**config.mk**
```make
export PLATFORM = sky130hd
export DESIGN_NAME = pc_unit
export DESIGN_NICKNAME = d
export VERILOG_FILES = /design/src/rtl/pc_unit.sv
export SDC_FILE = /design/constraint.sdc
export NUM_CORES = 1
export LEC_CHECK = 0
export CORE_ASPECT_RATIO = 0.75
export CORE_MARGIN = 3
export CORE_UTILIZATION = 58
export CTS_CLUSTER_SIZE = 30
export DETAILED_ROUTE_END_ITERATION = 8
export PLACE_DENSITY = 0.95
export SYNTH_ARGS = -nofsm -noshare
export SYNTH_HDL_FRONTEND = slang
export SYNTH_SLANG_ARGS = --single-unit
export TNS_END_PERCENT = 50
```
**constraint.sdc**
```tcl
create_clock -name clk -period 12.45 [get_ports clk]
set_input_delay 2.49 -clock clk [delete_from_list [all_inputs] [get_ports clk]]
set_output_delay 2.49 -clock clk [all_outputs]
set_load 0.02 [all_outputs]
```
**src/rtl/pc_unit.sv**
```systemverilog
// Program-counter unit: sequential fetch address with stall, sticky halt,
// branch/jump redirect, call/return and a circular return-address stack.
module pc_unit #(
    parameter int unsigned       ADDR_W    = 32,
    parameter logic [ADDR_W-1:0] RESET_PC  = '0,
    parameter int unsigned       STEP      = 1,
    parameter int unsigned       RAS_DEPTH = 4
) (
    input  logic                               clk,
    input  logic                               rst,
    input  logic                               stall,
    input  logic                               halt,
    input  logic                               redirect,
    input  logic [ADDR_W-1:0]                  target,
    input  logic                               call,
    input  logic                               ret,
    output logic [ADDR_W-1:0]                  pc_out,
    output logic [ADDR_W-1:0]                  pc_plus,
    output logic [ADDR_W-1:0]                  ras_top,
    output logic [$clog2(RAS_DEPTH+1)-1:0]     ras_count,
    output logic                               ras_overflow,
    output logic                               ras_underflow,
    output logic                               halted
);

    localparam int unsigned      PTR_W    = $clog2(RAS_DEPTH);
    localparam int unsigned      CNT_W    = $clog2(RAS_DEPTH + 1);
    localparam logic [CNT_W-1:0] FULL_CNT = CNT_W'(RAS_DEPTH);

    logic [ADDR_W-1:0] pc_q, pc_d;
    logic [ADDR_W-1:0] ras_q [RAS_DEPTH];
    logic [PTR_W-1:0]  ptr_q, ptr_d;
    logic [CNT_W-1:0]  cnt_q, cnt_d;
    logic              ovf_q, ovf_d;
    logic              unf_q, unf_d;
    logic              halted_q, halted_d;
    logic              push_s;

    assign pc_plus = pc_q + ADDR_W'(STEP);

    // Next-state selection in priority order: halt > stall > ret > redirect > increment.
    always_comb begin
        pc_d     = pc_q;
        ptr_d    = ptr_q;
        cnt_d    = cnt_q;
        ovf_d    = ovf_q;
        unf_d    = unf_q;
        halted_d = halted_q;
        push_s   = 1'b0;
        if (halted_q || halt) begin
            halted_d = 1'b1;
        end else if (stall) begin
            pc_d = pc_q;
        end else if (ret) begin
            if (cnt_q != '0) begin
                pc_d  = ras_q[ptr_q];
                ptr_d = ptr_q - PTR_W'(1);
                cnt_d = cnt_q - CNT_W'(1);
            end else begin
                pc_d  = pc_plus;
                unf_d = 1'b1;
            end
        end else if (redirect) begin
            pc_d = target;
            if (call) begin
                push_s = 1'b1;
                ptr_d  = ptr_q + PTR_W'(1);
                // A full stack keeps its count; the push silently replaces the oldest slot.
                if (cnt_q == FULL_CNT) begin
                    ovf_d = 1'b1;
                end else begin
                    cnt_d = cnt_q + CNT_W'(1);
                end
            end else begin
                push_s = 1'b0;
            end
        end else begin
            pc_d = pc_plus;
        end
    end

    // PC, stack pointer, count and sticky status registers.
    always_ff @(posedge clk or posedge rst) begin
        if (rst) begin
            pc_q     <= RESET_PC;
            ptr_q    <= '0;
            cnt_q    <= '0;
            ovf_q    <= 1'b0;
            unf_q    <= 1'b0;
            halted_q <= 1'b0;
        end else begin
            pc_q     <= pc_d;
            ptr_q    <= ptr_d;
            cnt_q    <= cnt_d;
            ovf_q    <= ovf_d;
            unf_q    <= unf_d;
            halted_q <= halted_d;
        end
    end

    // Return-address storage; the pushed value is the pre-update pc_plus.
    always_ff @(posedge clk or posedge rst) begin
        if (rst) begin
            for (int i = 0; i < RAS_DEPTH; i++) begin
                ras_q[i] <= '0;
            end
        end else if (push_s) begin
            ras_q[ptr_d] <= pc_plus;
        end
    end

    assign pc_out        = pc_q;
    assign ras_top       = (cnt_q == '0) ? '0 : ras_q[ptr_q];
    assign ras_count     = cnt_q;
    assign ras_overflow  = ovf_q;
    assign ras_underflow = unf_q;
    assign halted        = halted_q;

endmodule

```
==> impl_results.md, run 1 <==
- Status: finished, final reports clean
- Clock Latency Late Sink: ~0.44 ns
- Setup Viol. Count Final: 0
- Detail Route Antenna Nets: 0
- Fillcell total: 946
- CTS root buf: clkbuf_16
- Hold WC Path Type: reg -> reg
- Pwr per Cell Area: approximately 120 mW/mm2
- Sw Pwr: between 0.0003 and 0.0004 W
- Syn Nets: 960
- Fmax: 161 MHz
- Setup WS post-layout: about 6.2 ns
- Post-DR vias/cell: 6.58
- Final worst path period need: slightly above 6 ns
- Ant. Diodes: 0
- Most common cell after layout, fill and taps aside: dfrtp_1
- Largest area contributor in the netlist: dfrtp_1
- Sw Share: 0.278
- Register area share after synthesis: 0.483
- # clock sinks: 168
- Clk pwr share: 0.398
- Power Internal: 0.000972 W
- Largest net degree at the start of global routing: between 100 and 150
- Area Overhead vs Synth: 24.7%
- Final setup TNS: 0 ns
- Routability cong.: 0.870
- Pins over their slew limit: 0
- Critical setup path kind: reg -> out
- Worst-path clk slew: 0.07 ns
- DRT Pass-1 Iters: 6
- Seq cells post-synth: 168
- Grt ovf: 0
- Chip Height: 112 um
- Avg Inst Size Synth: about 9.5 um2
- Synth area leaders: dfrtp_1 48%, mux4_2 8.3%, a21oi_1 7.4%
- Fraction of registers with async set/reset: 1.00
- Buffers added on ports: 140
- DRT iter0 DRCs: around 1200
- Crit-path max FO: 11
- Critical path startpoint category: flop
- Core area: 0.0145 mm2
- Dpl hpwl: 18.1 mm
- Critical path endpoint category: primary output
- Boundary Pins: 141
- Clock Skews: 0.0131 ns
- Slew @ Worst Pin: ~1.3 ns
- Chip width: between 100 and 150 um
- Top FF cell, synth: dfrtp_1
- DRC Markers: 0
- Slew HR: 0.140
- Final number of hold-violating endpoints: 0
- Nets@finish: between 1000 and 1500
- Clock tree buffer depth: 2
- Required @ worst endpoint: 9.96 ns
- DR vias: 8172
- Global-route wire length before repair: 44.0 mm
- Initial core utilization: 0.598
- Most frequent cells in the layout: 167 x dfrtp_1, 140 x clkdlybuf4s50_1, 128 x a21oi_1
- Worst path arrival time: 3.71 ns
- Number of global-route vias before repair: about 8000
- Period utilisation layout: 0.498
- FP Rows: 38
- Post-Synthesis Cells: 919
- Synthesized area: 0.00870 mm2
- Post-CTS sizing: 0
- Area share of the largest cell type after synthesis: 0.483
- Peak VDD IR: 0.109 mV
- Combinational share of power: 0.158
- H-tree levels: 4
- CTS tree: built
- Final wirelength: 27.8 mm
- Initial antenna violation count: 0
- Sequential share of power: 0.444
- GRT Overall Usage: 0.341
- Max cap viols: 0
- Fraction of layout cells with a size suffix above 1: 0.0988
- Hold Buf Count CTS: 0
- Die Footprint: 0.0165 mm2
- Leakage: 4.72 nW
- Post-synth cell types: 56
- EDFF count, synth: 0
- Setup bufs post-CTS: 0
- Synth warnings: 0
- CTS buffer count: 17
- RSZ-0062 raised after global routing: false
- Wire length per cell: 22.4 um
- DP Worst Slack: 6.66 ns
==> stage by stage <==
stage               area [um2]   util  std cells  hold WS, ns  total power, W
floorplan                 8700      -        919        0.445        0.000711
global placement         10300  0.705       1211        0.455        0.000808
detailed placement       10300  0.705       1211        0.467        0.000813
CTS                      10900  0.746       1242        0.478         0.00134
global route             10900  0.746       1242        0.510         0.00138
finish                   10900  0.746       1242        0.479         0.00135
==> layout make-up <==
type	instances	area [um2]	area share
Inverter	42	163	0.0150
Clock inverter	6	88.8	0.00819
Tap cell	200	250	0.0231
Clock buffer	25	505	0.0466
Sequential cell	168	4210	0.388
Timing Repair Buffer	160	1550	0.143
Multi-Input combinational cell	641	4090	0.377
==> layer usage <==
metal	global-route usage	part of all wire	routed length [um]
met1	0.463	0.36	10000
met2	0.513	0.45	12600
met3	0.111	0.14	3830
met4	0.145	0.046	1280
met5	0	0	0
==> path summary, 6_finish.rpt <==
kind	start	end	cells after the start	slack, ns
max	pc_out[0]$_DFFE_PP0P_	pc_plus[26]	7	6.25
min	ras_q[111]$_DFFE_PP0P_	ras_q[111]$_DFFE_PP0P_	2	0.48
max reg2reg	ras_count[0]$_DFFE_PP0P_	ras_q[82]$_DFFE_PP0P_	7	8.65
min reg2reg	ras_q[111]$_DFFE_PP0P_	ras_q[111]$_DFFE_PP0P_	2	0.48
max in group asynchronous	rst	ptr_q[0]$_DFF_PP0_	3	8.45
min in group asynchronous	rst	ras_q[7]$_DFFE_PP0P_	2	2.68
==> cell families (layout without fill, tap and decap cells) <==
logic type	Yosys count	count (layout)	share of synthesized area
xor+xnor	33	33	0.0341
fa+ha+maj	2	2	0.00374
flops	168	168	0.483
buf+inv	110	233	0.0489
compound gates	269	269	0.179
simple gates	297	297	0.158
mux	40	40	0.0928
==> synth_stat cells (3+ instances only) <==
master	count
a22oi_1	7
o21ai_0	56
nand3_1	18
mux4_2	32
and3_1	7
o22ai_1	4
nand2_1	74
nor2_1	123
buf_2	10
o21a_1	3
a2bb2oi_1	4
a221o_1	4
mux2_2	5
o22a_1	4
a21oi_1	128
a31oi_1	13
xor2_1	14
o21ai_1	12
buf_1	3
or3_1	6
o211ai_1	4
mux2i_1	3
nand4_1	5
nor3_1	9
a21o_1	3
dfrtp_1	168
o21bai_1	4
a31o_2	3
nor4_1	4
inv_1	41
and2_1	33
clkbuf_1	55
a221oi_1	10
and4_1	4
xnor2_1	18
==> sequential cells by signal, indices dropped and copies added (netlist names) <==
| name | count |
|---|---|
| pc_out | 32 |
| ras_count | 3 |
| ras_underflow | 1 |
| halted | 1 |
| ras_q | 128 |
| ras_overflow | 1 |
| ptr_q | 2 |
==> critical path, cell delays in order (launching register included) <==
cell and delay [ns]:
dfrtp_1 0.55, ha_1 0.26, nand3_1 0.30, nor4_1 0.81, nand4_1 0.29, xnor2_1 0.41
inv_1 0.09, clkdlybuf4s50_1 0.55
==> power by group through the flow <==
stage	Clock [W]	Combinational (W)	Sequential (W)
6_report	0.000536	0.000213	0.000598
3_3_place_gp	0	0.000205	0.000603
2_1_floorplan	0	0.000107	0.000604
4_1_cts	0.000533	0.000211	0.000596
3_5_place_dp	0	0.000209	0.000605
5_1_grt	0.000558	0.000226	0.000600
Power figures use the tool's default switching activity.
==> run 2: changes to the inputs <==
--- a/config.mk
+++ b/config.mk
@@ -7,10 +7,10 @@
 export LEC_CHECK = 0
 export CORE_ASPECT_RATIO = 0.75
 export CORE_MARGIN = 3
-export CORE_UTILIZATION = 58
+export CORE_UTILIZATION = 54
 export CTS_CLUSTER_SIZE = 30
 export DETAILED_ROUTE_END_ITERATION = 8
-export PLACE_DENSITY = 0.95
+export PLACE_DENSITY = 0.91
 export SYNTH_ARGS = -nofsm -noshare
 export SYNTH_HDL_FRONTEND = slang
 export SYNTH_SLANG_ARGS = --single-unit
==> constraint.sdc (replaced) <==
create_clock -name clk -period 5.75 [get_ports clk]
set_input_delay 1.15 -clock clk [delete_from_list [all_inputs] [get_ports clk]]
set_output_delay 1.15 -clock clk [all_outputs]
set_load 0.02 [all_outputs]
==> impl_results.md, run 2 (synthesized netlist as in run 1, its figures left out) <==
- Status: finished, final reports clean
- Routability cong.: 0.859 (-1.2%)
- Max cap viols: 0 (unchanged)
- Most common cell after layout, fill and taps aside: dfrtp_1
- Critical path startpoint category: flop
- Chip width: 153 um (+3.5%)
- DRT Pass-1 Iters: 6 (unchanged)
- Pwr per Cell Area: 270 mW/mm2 (+120%)
- CTS buffer count: 17 (unchanged)
- Hold Buf Count CTS: 0 (unchanged)
- CTS root buf: clkbuf_16
- Final number of hold-violating endpoints: 0 (unchanged)
- Post-CTS sizing: 0 (unchanged)
- DRT iter0 DRCs: 1241 (+3.3%)
- Buffers added on ports: 140 (unchanged)
- Hold WC Path Type: reg -> reg
- Max FFs per register: 128 (unchanged)
- Global-route wire length before repair: 42.3 mm (-3.8%)
- Core area: 0.0155 mm2 (+6.7%)
- Setup bufs post-CTS: 0 (unchanged)
- Fraction of layout cells with a size suffix above 1: 0.100 (+0.00163)
- Chip Height: 116 um (+3.4%)
- Fillcell total: 1086 (+15%)
- Wire length per cell: 21.5 um (-3.8%)
- Critical setup path kind: reg -> out
- Dpl hpwl: 17.7 mm (-2.3%)
- CP peak stage delay: 0.56 ns (-0.25 ns)
- Die Footprint: 0.0177 mm2 (+7.0%)
- Leakage: 4.73 nW (+0.14%)
- Initial core utilization: 0.561 (-0.0373)
- Slew HR: 0.310 (+0.170)
- Peak VDD IR: 0.186 mV (+70%)
- Largest net degree at the start of global routing: 107 (-7.0%)
- GRT Overall Usage: 0.306 (-0.0356)
- Slowest cell on crit path: dfrtp_1
- Crit-path max FO: 11 (unchanged)
- Clock Skews: 0.0129 ns (-0.000257 ns)
- Setup Viol. Count Final: 0 (unchanged)
- DRC Markers: 0 (unchanged)
- Initial antenna violation count: 0 (unchanged)
- Clock Latency Late Sink: 0.43 ns (about the same)
- RSZ-0062 raised after global routing: false
- Period utilisation layout: 0.826
- Ant. Diodes: 0 (unchanged)
- DR vias: 8050 (-1.5%)
- Pins over their slew limit: 0 (unchanged)
- Boundary Pins: 141 (unchanged)
- H-tree levels: 4 (unchanged)
- Critical path endpoint category: primary output
- Nets@finish: 1073 (+0.19%)
- Final wirelength: 26.9 mm (-3.2%)
- Worst-path clk slew: 0.06 ns (about the same)
- FP Rows: 39 (+2.6%)
- CTS tree: built
- Post-DR vias/cell: 6.44 (-2.1%)
- Tot Pwr: 0.00294 W (+120%)
- Final setup TNS: 0 ns (unchanged)
- Fmax: 210 MHz
- Most frequent cells in the layout: 167 x dfrtp_1, 140 x clkdlybuf4s50_1, 128 x a21oi_1
- Clock tree buffer depth: 2 (unchanged)
- # clock sinks: 168 (unchanged)
- Biggest register: ras_q
- Required @ worst endpoint: 4.60 ns (-5.36 ns)
- Slew @ Worst Pin: 1.03 ns (-0.251 ns)
- Detail Route Antenna Nets: 0 (unchanged)
- Area Overhead vs Synth: 25.0%
- CP most frequent cell: nand3_1
- Worst path arrival time: 3.60 ns (-0.11 ns)
- Inst Count DP: 1218 (+0.58%)
- Final Non-Filler Cells: 1250 (+0.64%)
- Critical path cell sequence: ha_1 -> nand3_1 -> nor3_1 -> and4_1 -> nand3_1 -> xor2_1 -> inv_1 -> clkdlybuf4s50_1
- Number of global-route vias before repair: 7782 (-3.7%)
- Final worst path period need: about 4.8 ns
- Grt ovf: 0 (unchanged)
## run 2: cell count changes in the layout (fill, tap and decap cells not counted)
cell        previous run  this run
inv_6                  1         3
clkbuf_8               5         1
buf_4                 20        22
clkbuf_1               3         4
bufinv_16              2         3
clkinvlp_4             2         3
## run 2: path summary, 6_finish.rpt
kind,from,endpoint,slack (ns),depth (start not counted)
worst min register to register,ras_overflow$_DFFE_PP0P_,ras_overflow$_DFFE_PP0P_,0.48,1
worst min-delay path,ras_overflow$_DFFE_PP0P_,ras_overflow$_DFFE_PP0P_,0.48,1
worst max register to register,pc_out[0]$_DFFE_PP0P_,pc_out[16]$_DFFE_PP0P_,2.73,7
worst max-delay path,pc_out[0]$_DFFE_PP0P_,pc_plus[30],1.0,8
max in group asynchronous,rst,ras_q[99]$_DFFE_PP0P_,3.45,3
min in group asynchronous,rst,ras_q[39]$_DFFE_PP0P_,1.29,2
## run 2: layout make-up
class / count / area, um2 / share of cell area
well taps: 205 / 256 / 0.0236
flip-flops and latches: 168 / 4210 / 0.387
repair buffers: 162 / 1570 / 0.144
clock inverters: 10 / 144 / 0.0132
inverters: 42 / 163 / 0.0150
multi-input cells: 641 / 4090 / 0.376
clock buffers: 22 / 454 / 0.0418
## run 2: where the power goes
group          total (W)  switching [W]  internal, W
Combinational   0.000459       0.000266     0.000193
Clock            0.00119       0.000489     0.000698
Sequential       0.00129      0.0000746      0.00122
Total            0.00294       0.000829      0.00211
## run 2: metrics by stage
| step | area [um2] | util | hold slack, ns | setup WS [ns] |
|---|---|---|---|---|
| floorplan | 8700 | - | 0.445 | 0.0533 |
| CTS | 10900 | 0.701 | 0.484 | 1.04 |
| global route | 10900 | 0.701 | 0.510 | 0.789 |
| global placement | 10300 | 0.662 | 0.457 | 1.64 |
| finish | 10900 | 0.701 | 0.481 | 0.999 |
| detailed placement | 10300 | 0.662 | 0.469 | 1.53 |
## run 2: routing by layer
metal / share of wire / track usage / routed length (um)
met1: 0.38 / 0.411 / 10100
met2: 0.45 / 0.468 / 12200
met3: 0.14 / 0.105 / 3750
met4: 0.033 / 0.113 / 889
met5: 0 / 0 / 0
## run 2: critical path: cells and delay by family (launching register included)
kind	cells	cell delay (ns)
and+or+nand+nor	4	1.25
xor gates and xnor gates	1	0.47
DFF	1	0.56
adders and majority gates	1	0.25
buffers and inverters	2	0.66
